## config.mk

```make
export PLATFORM = sky130hd
export DESIGN_NAME = mem_rmw_ctrl
export DESIGN_NICKNAME = d
export VERILOG_FILES = /design/src/rtl/mem_rmw_ctrl_pkg.sv /design/src/rtl/mem_rmw_ctrl_mux_mem.sv /design/src/rtl/mem_rmw_ctrl.sv
export SDC_FILE = /design/constraint.sdc
export NUM_CORES = 1
export LEC_CHECK = 0
export ABC_CLOCK_PERIOD_IN_PS = 2400
export CORE_MARGIN = 4
export CORE_UTILIZATION = 35
export CTS_CLUSTER_SIZE = 28
export DETAILED_ROUTE_END_ITERATION = 8
export DONT_BUFFER_PORTS = 1
export PLACE_DENSITY = 0.46
export SETUP_SLACK_MARGIN = 0.02
export SLEW_MARGIN = 20
export SYNTH_ARGS = -nofsm -noshare
export SYNTH_HDL_FRONTEND = slang
export SYNTH_SLANG_ARGS = --single-unit
```

## constraint.sdc

```tcl
create_clock -name clk -period 2.4 [get_ports clk]
set_clock_uncertainty 0.1 [all_clocks]
set_input_delay 0.12 -clock clk [delete_from_list [all_inputs] [get_ports clk]]
set_output_delay 0.12 -clock clk [all_outputs]
set_load 0.01 [all_outputs]
```

## src/rtl/mem_rmw_ctrl_pkg.sv

```systemverilog
`default_nettype none
// ============================================================================
// Module      : mem_rmw_ctrl_pkg
// Description : Shared widths, memory opcodes, FSM states and decode helpers
//               for the LSU read-modify-write controller.
// Revision    : 1.0 - initial release
// ============================================================================
package mem_rmw_ctrl_pkg;

   localparam int CPU_WIDTH    = 32;
   localparam int MEM_OP_WIDTH = 3;

   localparam logic [MEM_OP_WIDTH-1:0] MEM_LB  = 3'd0;
   localparam logic [MEM_OP_WIDTH-1:0] MEM_LH  = 3'd1;
   localparam logic [MEM_OP_WIDTH-1:0] MEM_LW  = 3'd2;
   localparam logic [MEM_OP_WIDTH-1:0] MEM_LBU = 3'd3;
   localparam logic [MEM_OP_WIDTH-1:0] MEM_LHU = 3'd4;
   localparam logic [MEM_OP_WIDTH-1:0] MEM_SB  = 3'd5;
   localparam logic [MEM_OP_WIDTH-1:0] MEM_SH  = 3'd6;
   localparam logic [MEM_OP_WIDTH-1:0] MEM_SW  = 3'd7;

   typedef enum logic [2:0] {
      ST_IDLE    = 3'd0,
      ST_RD_REQ  = 3'd1,
      ST_RD_WAIT = 3'd2,
      ST_WR_REQ  = 3'd3,
      ST_RESP    = 3'd4
   } state_t;

   function automatic logic is_store_op(input logic [MEM_OP_WIDTH-1:0] op);
      return (op == MEM_SB) || (op == MEM_SH) || (op == MEM_SW);
   endfunction

   function automatic logic is_misaligned(input logic [MEM_OP_WIDTH-1:0] op,
                                          input logic [1:0]              off);
      logic mis;
      mis = 1'b0;
      case (op)
         MEM_LH, MEM_LHU, MEM_SH: mis = off[0];
         MEM_LW, MEM_SW:          mis = (off != 2'b00);
         default:                 mis = 1'b0;
      endcase
      return mis;
   endfunction

endpackage
`default_nettype wire

```

## src/rtl/mem_rmw_ctrl_mux_mem.sv

```systemverilog
`default_nettype none
// ============================================================================
// Module      : mem_rmw_ctrl_mux_mem
// Description : Store-merge mux; inserts the SB byte / SH halfword into the
//               word read back from memory.
// Revision    : 1.0 - initial release
// ============================================================================
module mem_rmw_ctrl_mux_mem
   import mem_rmw_ctrl_pkg::*;
(
   input  logic [MEM_OP_WIDTH-1:0] op,
   input  logic [1:0]              byte_off,
   input  logic [15:0]             wdata,
   input  logic [CPU_WIDTH-1:0]    rword,
   output logic [CPU_WIDTH-1:0]    merged
);

   always_comb begin
      merged = rword;
      case (op)
         MEM_SB: begin
            case (byte_off)
               2'd0:    merged[7:0]   = wdata[7:0];
               2'd1:    merged[15:8]  = wdata[7:0];
               2'd2:    merged[23:16] = wdata[7:0];
               default: merged[31:24] = wdata[7:0];
            endcase
         end
         MEM_SH: begin
            if (byte_off[1]) merged[31:16] = wdata;
            else             merged[15:0]  = wdata;
         end
         default: merged = rword;
      endcase
   end

endmodule
`default_nettype wire

```

## src/rtl/mem_rmw_ctrl.sv

```systemverilog
`default_nettype none
// ============================================================================
// Module      : mem_rmw_ctrl
// Description : Sequences LSU loads/stores onto a single-port word memory,
//               using read-modify-write for byte and halfword stores.
// Revision    : 1.0 - initial release
// ============================================================================
module mem_rmw_ctrl
   import mem_rmw_ctrl_pkg::*;
#(
   parameter int RD_TIMEOUT = 16
) (
   input  logic                    clk,
   input  logic                    rst_n,
   input  logic                    lsu_req,
   output logic                    lsu_ready,
   input  logic [MEM_OP_WIDTH-1:0] lsu_op,
   input  logic                    lsu_we,
   input  logic [CPU_WIDTH-1:0]    lsu_addr,
   input  logic [CPU_WIDTH-1:0]    lsu_wdata,
   output logic                    lsu_done,
   output logic [CPU_WIDTH-1:0]    lsu_rdata,
   output logic                    lsu_err,
   output logic                    mem_req,
   output logic                    mem_we,
   output logic [CPU_WIDTH-1:0]    mem_addr,
   output logic [CPU_WIDTH-1:0]    mem_wdata,
   input  logic                    mem_gnt,
   input  logic                    mem_rvalid,
   input  logic [CPU_WIDTH-1:0]    mem_rdata
);

   localparam int                CNT_W    = $clog2(RD_TIMEOUT + 1);
   localparam logic [CNT_W-1:0]  TO_LIMIT = CNT_W'(RD_TIMEOUT);

   state_t                  state;
   state_t                  state_nxt;
   logic [MEM_OP_WIDTH-1:0] op_q;
   logic [CPU_WIDTH-1:0]    addr_q;
   logic [CPU_WIDTH-1:0]    wdata_q;
   logic [CPU_WIDTH-1:0]    rbuf;
   logic [CPU_WIDTH-1:0]    merged;
   logic [CNT_W-1:0]        cnt;
   logic [CNT_W-1:0]        cnt_inc;
   logic                    drop;
   logic                    err_q;
   logic                    accept;
   logic                    req_bad;
   logic                    rd_timeout;

   assign accept     = lsu_ready && lsu_req;
   assign req_bad    = is_misaligned(lsu_op, lsu_addr[1:0]) || (is_store_op(lsu_op) != lsu_we);
   assign cnt_inc    = cnt + CNT_W'(1);
   assign rd_timeout = (state == ST_RD_WAIT) && !mem_rvalid && (cnt_inc == TO_LIMIT);
   assign mem_addr   = {addr_q[CPU_WIDTH-1:2], 2'b00};
   assign lsu_rdata  = rbuf;
   assign lsu_err    = (state == ST_RESP) && err_q;

   mem_rmw_ctrl_mux_mem u_mux_mem (
      .op       (op_q),
      .byte_off (addr_q[1:0]),
      .wdata    (wdata_q[15:0]),
      .rword    (rbuf),
      .merged   (merged)
   );

   always_ff @(posedge clk or negedge rst_n) begin
      if (!rst_n) state <= ST_IDLE;
      else        state <= state_nxt;
   end

   always_comb begin
      state_nxt = state;
      lsu_ready = 1'b0;
      lsu_done  = 1'b0;
      mem_req   = 1'b0;
      mem_we    = 1'b0;
      mem_wdata = '0;
      case (state)
         ST_IDLE: begin
            // A read still owed to a timed-out access must drain before new work.
            lsu_ready = !drop;
            if (lsu_ready && lsu_req) begin
               if (req_bad)                state_nxt = ST_RESP;
               else if (lsu_op == MEM_SW)  state_nxt = ST_WR_REQ;
               else                        state_nxt = ST_RD_REQ;
            end
         end
         ST_RD_REQ: begin
            mem_req = 1'b1;
            if (mem_gnt) state_nxt = ST_RD_WAIT;
         end
         ST_RD_WAIT: begin
            if (mem_rvalid) state_nxt = is_store_op(op_q) ? ST_WR_REQ : ST_RESP;
            else if (rd_timeout) state_nxt = ST_RESP;
         end
         ST_WR_REQ: begin
            mem_req   = 1'b1;
            mem_we    = 1'b1;
            mem_wdata = (op_q == MEM_SW) ? wdata_q : merged;
            if (mem_gnt) state_nxt = ST_RESP;
         end
         ST_RESP: begin
            lsu_done  = 1'b1;
            state_nxt = ST_IDLE;
         end
         default: state_nxt = ST_IDLE;
      endcase
   end

   always_ff @(posedge clk or negedge rst_n) begin
      if (!rst_n) begin
         op_q    <= MEM_LB;
         addr_q  <= '0;
         wdata_q <= '0;
         rbuf    <= '0;
         cnt     <= '0;
         drop    <= 1'b0;
         err_q   <= 1'b0;
      end else begin
         if (accept) begin
            op_q    <= lsu_op;
            addr_q  <= lsu_addr;
            wdata_q <= lsu_wdata;
            err_q   <= req_bad;
         end
         if ((state == ST_RD_REQ) && mem_gnt) cnt <= '0;
         if (state == ST_RD_WAIT) begin
            if (mem_rvalid) begin
               rbuf <= mem_rdata;
            end else begin
               cnt <= cnt_inc;
               if (rd_timeout) begin
                  err_q <= 1'b1;
                  drop  <= 1'b1;
               end
            end
         end else if (drop && mem_rvalid) begin
            drop <= 1'b0;
         end
      end
   end

endmodule
`default_nettype wire

```

==> run metrics <==
run status=complete, but fails checks; failing checks=hold timing; met3 Resource Use GR=0.0574; Final Cycle Share=0.920; commonest non-fill, non-tap cell in the layout=dfrtp_1; Post-Synthesis Cells=449; CTS tree=yes; clock root cell=clkbuf_16; Remaining DRCs=0; initial DRC count=188; clock latency on the worst-skew pair=0.35 ns; ys async rst share=1.00; Clock transition at path regs=0.07 ns; CP Launch Type=flip-flop; clock sink count=109; Fmax achieved=453 MHz; critical path fanouts, max=9; FF+latch count, synth=109; first-pass GRT wire length=23500 um; initial antenna violation count=1; die width=134 um; nets@finish=638; HPWL after DPL=10600 um; GRT busiest layer=met2; clk buf depth=2; Yosys warnings=0; CTS HTree Levels=3; met2 usage=0.264; Overflow after GRT=0; Synth Cell Area=0.00551 sq mm; Initial Util=0.360; synthesized area per cell=12.3 sq um; Via density=5.18; post-cts hold buffer count=100; EDFF count, synth=0; Post-DRT Antenna Nets=0; final count of negative-setup-slack endpoints=0; vias post-DR=3875; Boundary Pins=206; GR Util All Layers=0.169; count of final max-slew check failures=0; Leak=2.96 nW; final core area utilization=0.455; IR drop worst, VDD=0.529 mV; Hold Path Class=in2async; clock buffer count from CTS=9; Area growth syn-to-layout=26.4%; most used flip-flop cell after synthesis=dfrtp_1; WL/cell=20.1 um; Synth area leader=dfrtp_1; Tmin final=2.21 ns; setup TNS=0 ns; largest net degree at the start of global routing=110; pin slew with the least headroom to its limit=0.570 ns; share of cells above drive strength 1=0.295; full die area=0.0178 sq mm; drt pass-1 iters=4; Max Cap Viol=0; met1 Track Usage GR=0.221; power per cell area=1220 mW/mm^2; Distinct cells, synth=57; critical path class=reg2out; Die H=134 um; CP Capture Type=output port; Crit path required time=2.18 ns; Worst Path Arrival=1.99 ns; vias in the first global route=4108; commonest cells after routing, fill and taps aside=107 x dfrtp_1, 100 x dlygate4sd3_1, 92 x mux2_2; drt total wl=15000 um; row cnt=45; hold slack=-0.639 ns; post-synthesis sequential area ratio=0.495; GPL Wtd Cong=0.829; max_slew headroom=0.619; RSZ-0062 raised after global routing=false; Final Hold Viols=109; Synth top area share=0.495; port bufs=0; Core Area=0.0153 sq mm; Area contributors post-synth=dfrtp_1 49%, mux2_2 19%, buf_4 4.6%
-- worst max-delay path, cell delays in order (launching register included) --
cell and delay [ns]:
dfrtp_2 0.47, nand2b_1 0.17, o21ai_2 0.16, nand3_4 0.20, mux2i_1 0.17, a211oi_1 0.28, buf_4 0.17
-- synthesized netlist by cell type (2+ instances only) --
| library cell | count |
|---|---|
| o31ai_1 | 3 |
| o2bb2ai_1 | 2 |
| nand2_1 | 15 |
| dfrtp_1 | 109 |
| o21ai_2 | 2 |
| a22o_1 | 2 |
| buf_2 | 5 |
| buf_6 | 5 |
| a22oi_1 | 10 |
| inv_1 | 5 |
| a211oi_1 | 9 |
| buf_4 | 34 |
| a21oi_1 | 10 |
| nor3_4 | 2 |
| a31oi_1 | 2 |
| a221oi_1 | 8 |
| and3_1 | 2 |
| xor2_1 | 3 |
| nor3b_1 | 3 |
| nand3_1 | 4 |
| nor2b_1 | 3 |
| clkbuf_1 | 6 |
| ha_1 | 2 |
| mux2_1 | 7 |
| nand2b_1 | 2 |
| o21ai_0 | 15 |
| nand4b_1 | 3 |
| mux2_2 | 92 |
| nor2_1 | 34 |
| a22o_2 | 7 |
| mux2i_1 | 17 |
-- path summary, 6_finish.rpt --
path,start,to,slack (ns),cells after the start
worst max-delay path,op_q[1],mem_wdata[20],0.19,6
worst min-delay path,rst_n,addr_q[12],-0.64,0
worst max register to register,cnt[0],state[1],0.47,6
worst min register to register,wdata_q[26],wdata_q[26],0.40,1
max in group asynchronous,rst_n,wdata_q[17],2.68,0
min in group clk,mem_gnt,cnt[4],0.02,3
-- through the flow --
stage          power [mW]  instance area (sq um)  setup slack (ns)  instances
2_1_floorplan        6.28                   5520             0.636        450
3_3_place_gp         6.67                   5610             0.477        631
3_5_place_dp         6.72                   5610             0.492        631
4_1_cts              8.63                   6950            0.0988        747
5_1_grt              9.10                   6970            0.0105        748
6_report             8.54                   6970             0.193        748
-- flip-flops by register name (all words and copies together) (netlist names) --
register	flops
state	3
err_q	1
lsu_rdata	32
addr_q	32
drop	1
op_q	3
wdata_q	32
cnt	5
-- power by group --
group / switching [mW] / internal, mW
combinational: 1.25 / 1.61
sequential: 1.22 / 2.74
clock: 0.687 / 1.03
-- what timing repair did --
item / 4_1_cts / 5_1_grt
resized for setup: 0 / 6
buffers inserted: 0 / 0
setup endpoints to repair: 0 / 10
endpoints found under the hold margin: 212 / 109
-- kinds of logic after synthesis --
logic type	after synthesis	share of synthesized area
compound gates	78	0.102
xor+xnor	4	0.00635
fa+ha+maj	2	0.00454
buf+inv	57	0.0701
flops	109	0.495
mux	117	0.236
other cells	1	0.000680
simple gates	81	0.0862
-- layout make-up --
type	instances	area, sq um
multi-input combinational	284	2420
clock inverter	5	106
antenna	1	2.50
inverter	5	18.8
timing repair buffer	122	1190
sequential	109	2730
fill	1427	8350
tap	211	264
clock buffer	11	233
-- metal layers --
metal	wire (um)	up-vias
met3	1140	22
met2	7100	164
met5	0	-
met4	325	0
met1	6480	1926
li1	-	1763
Power figures use the tool's default switching activity.
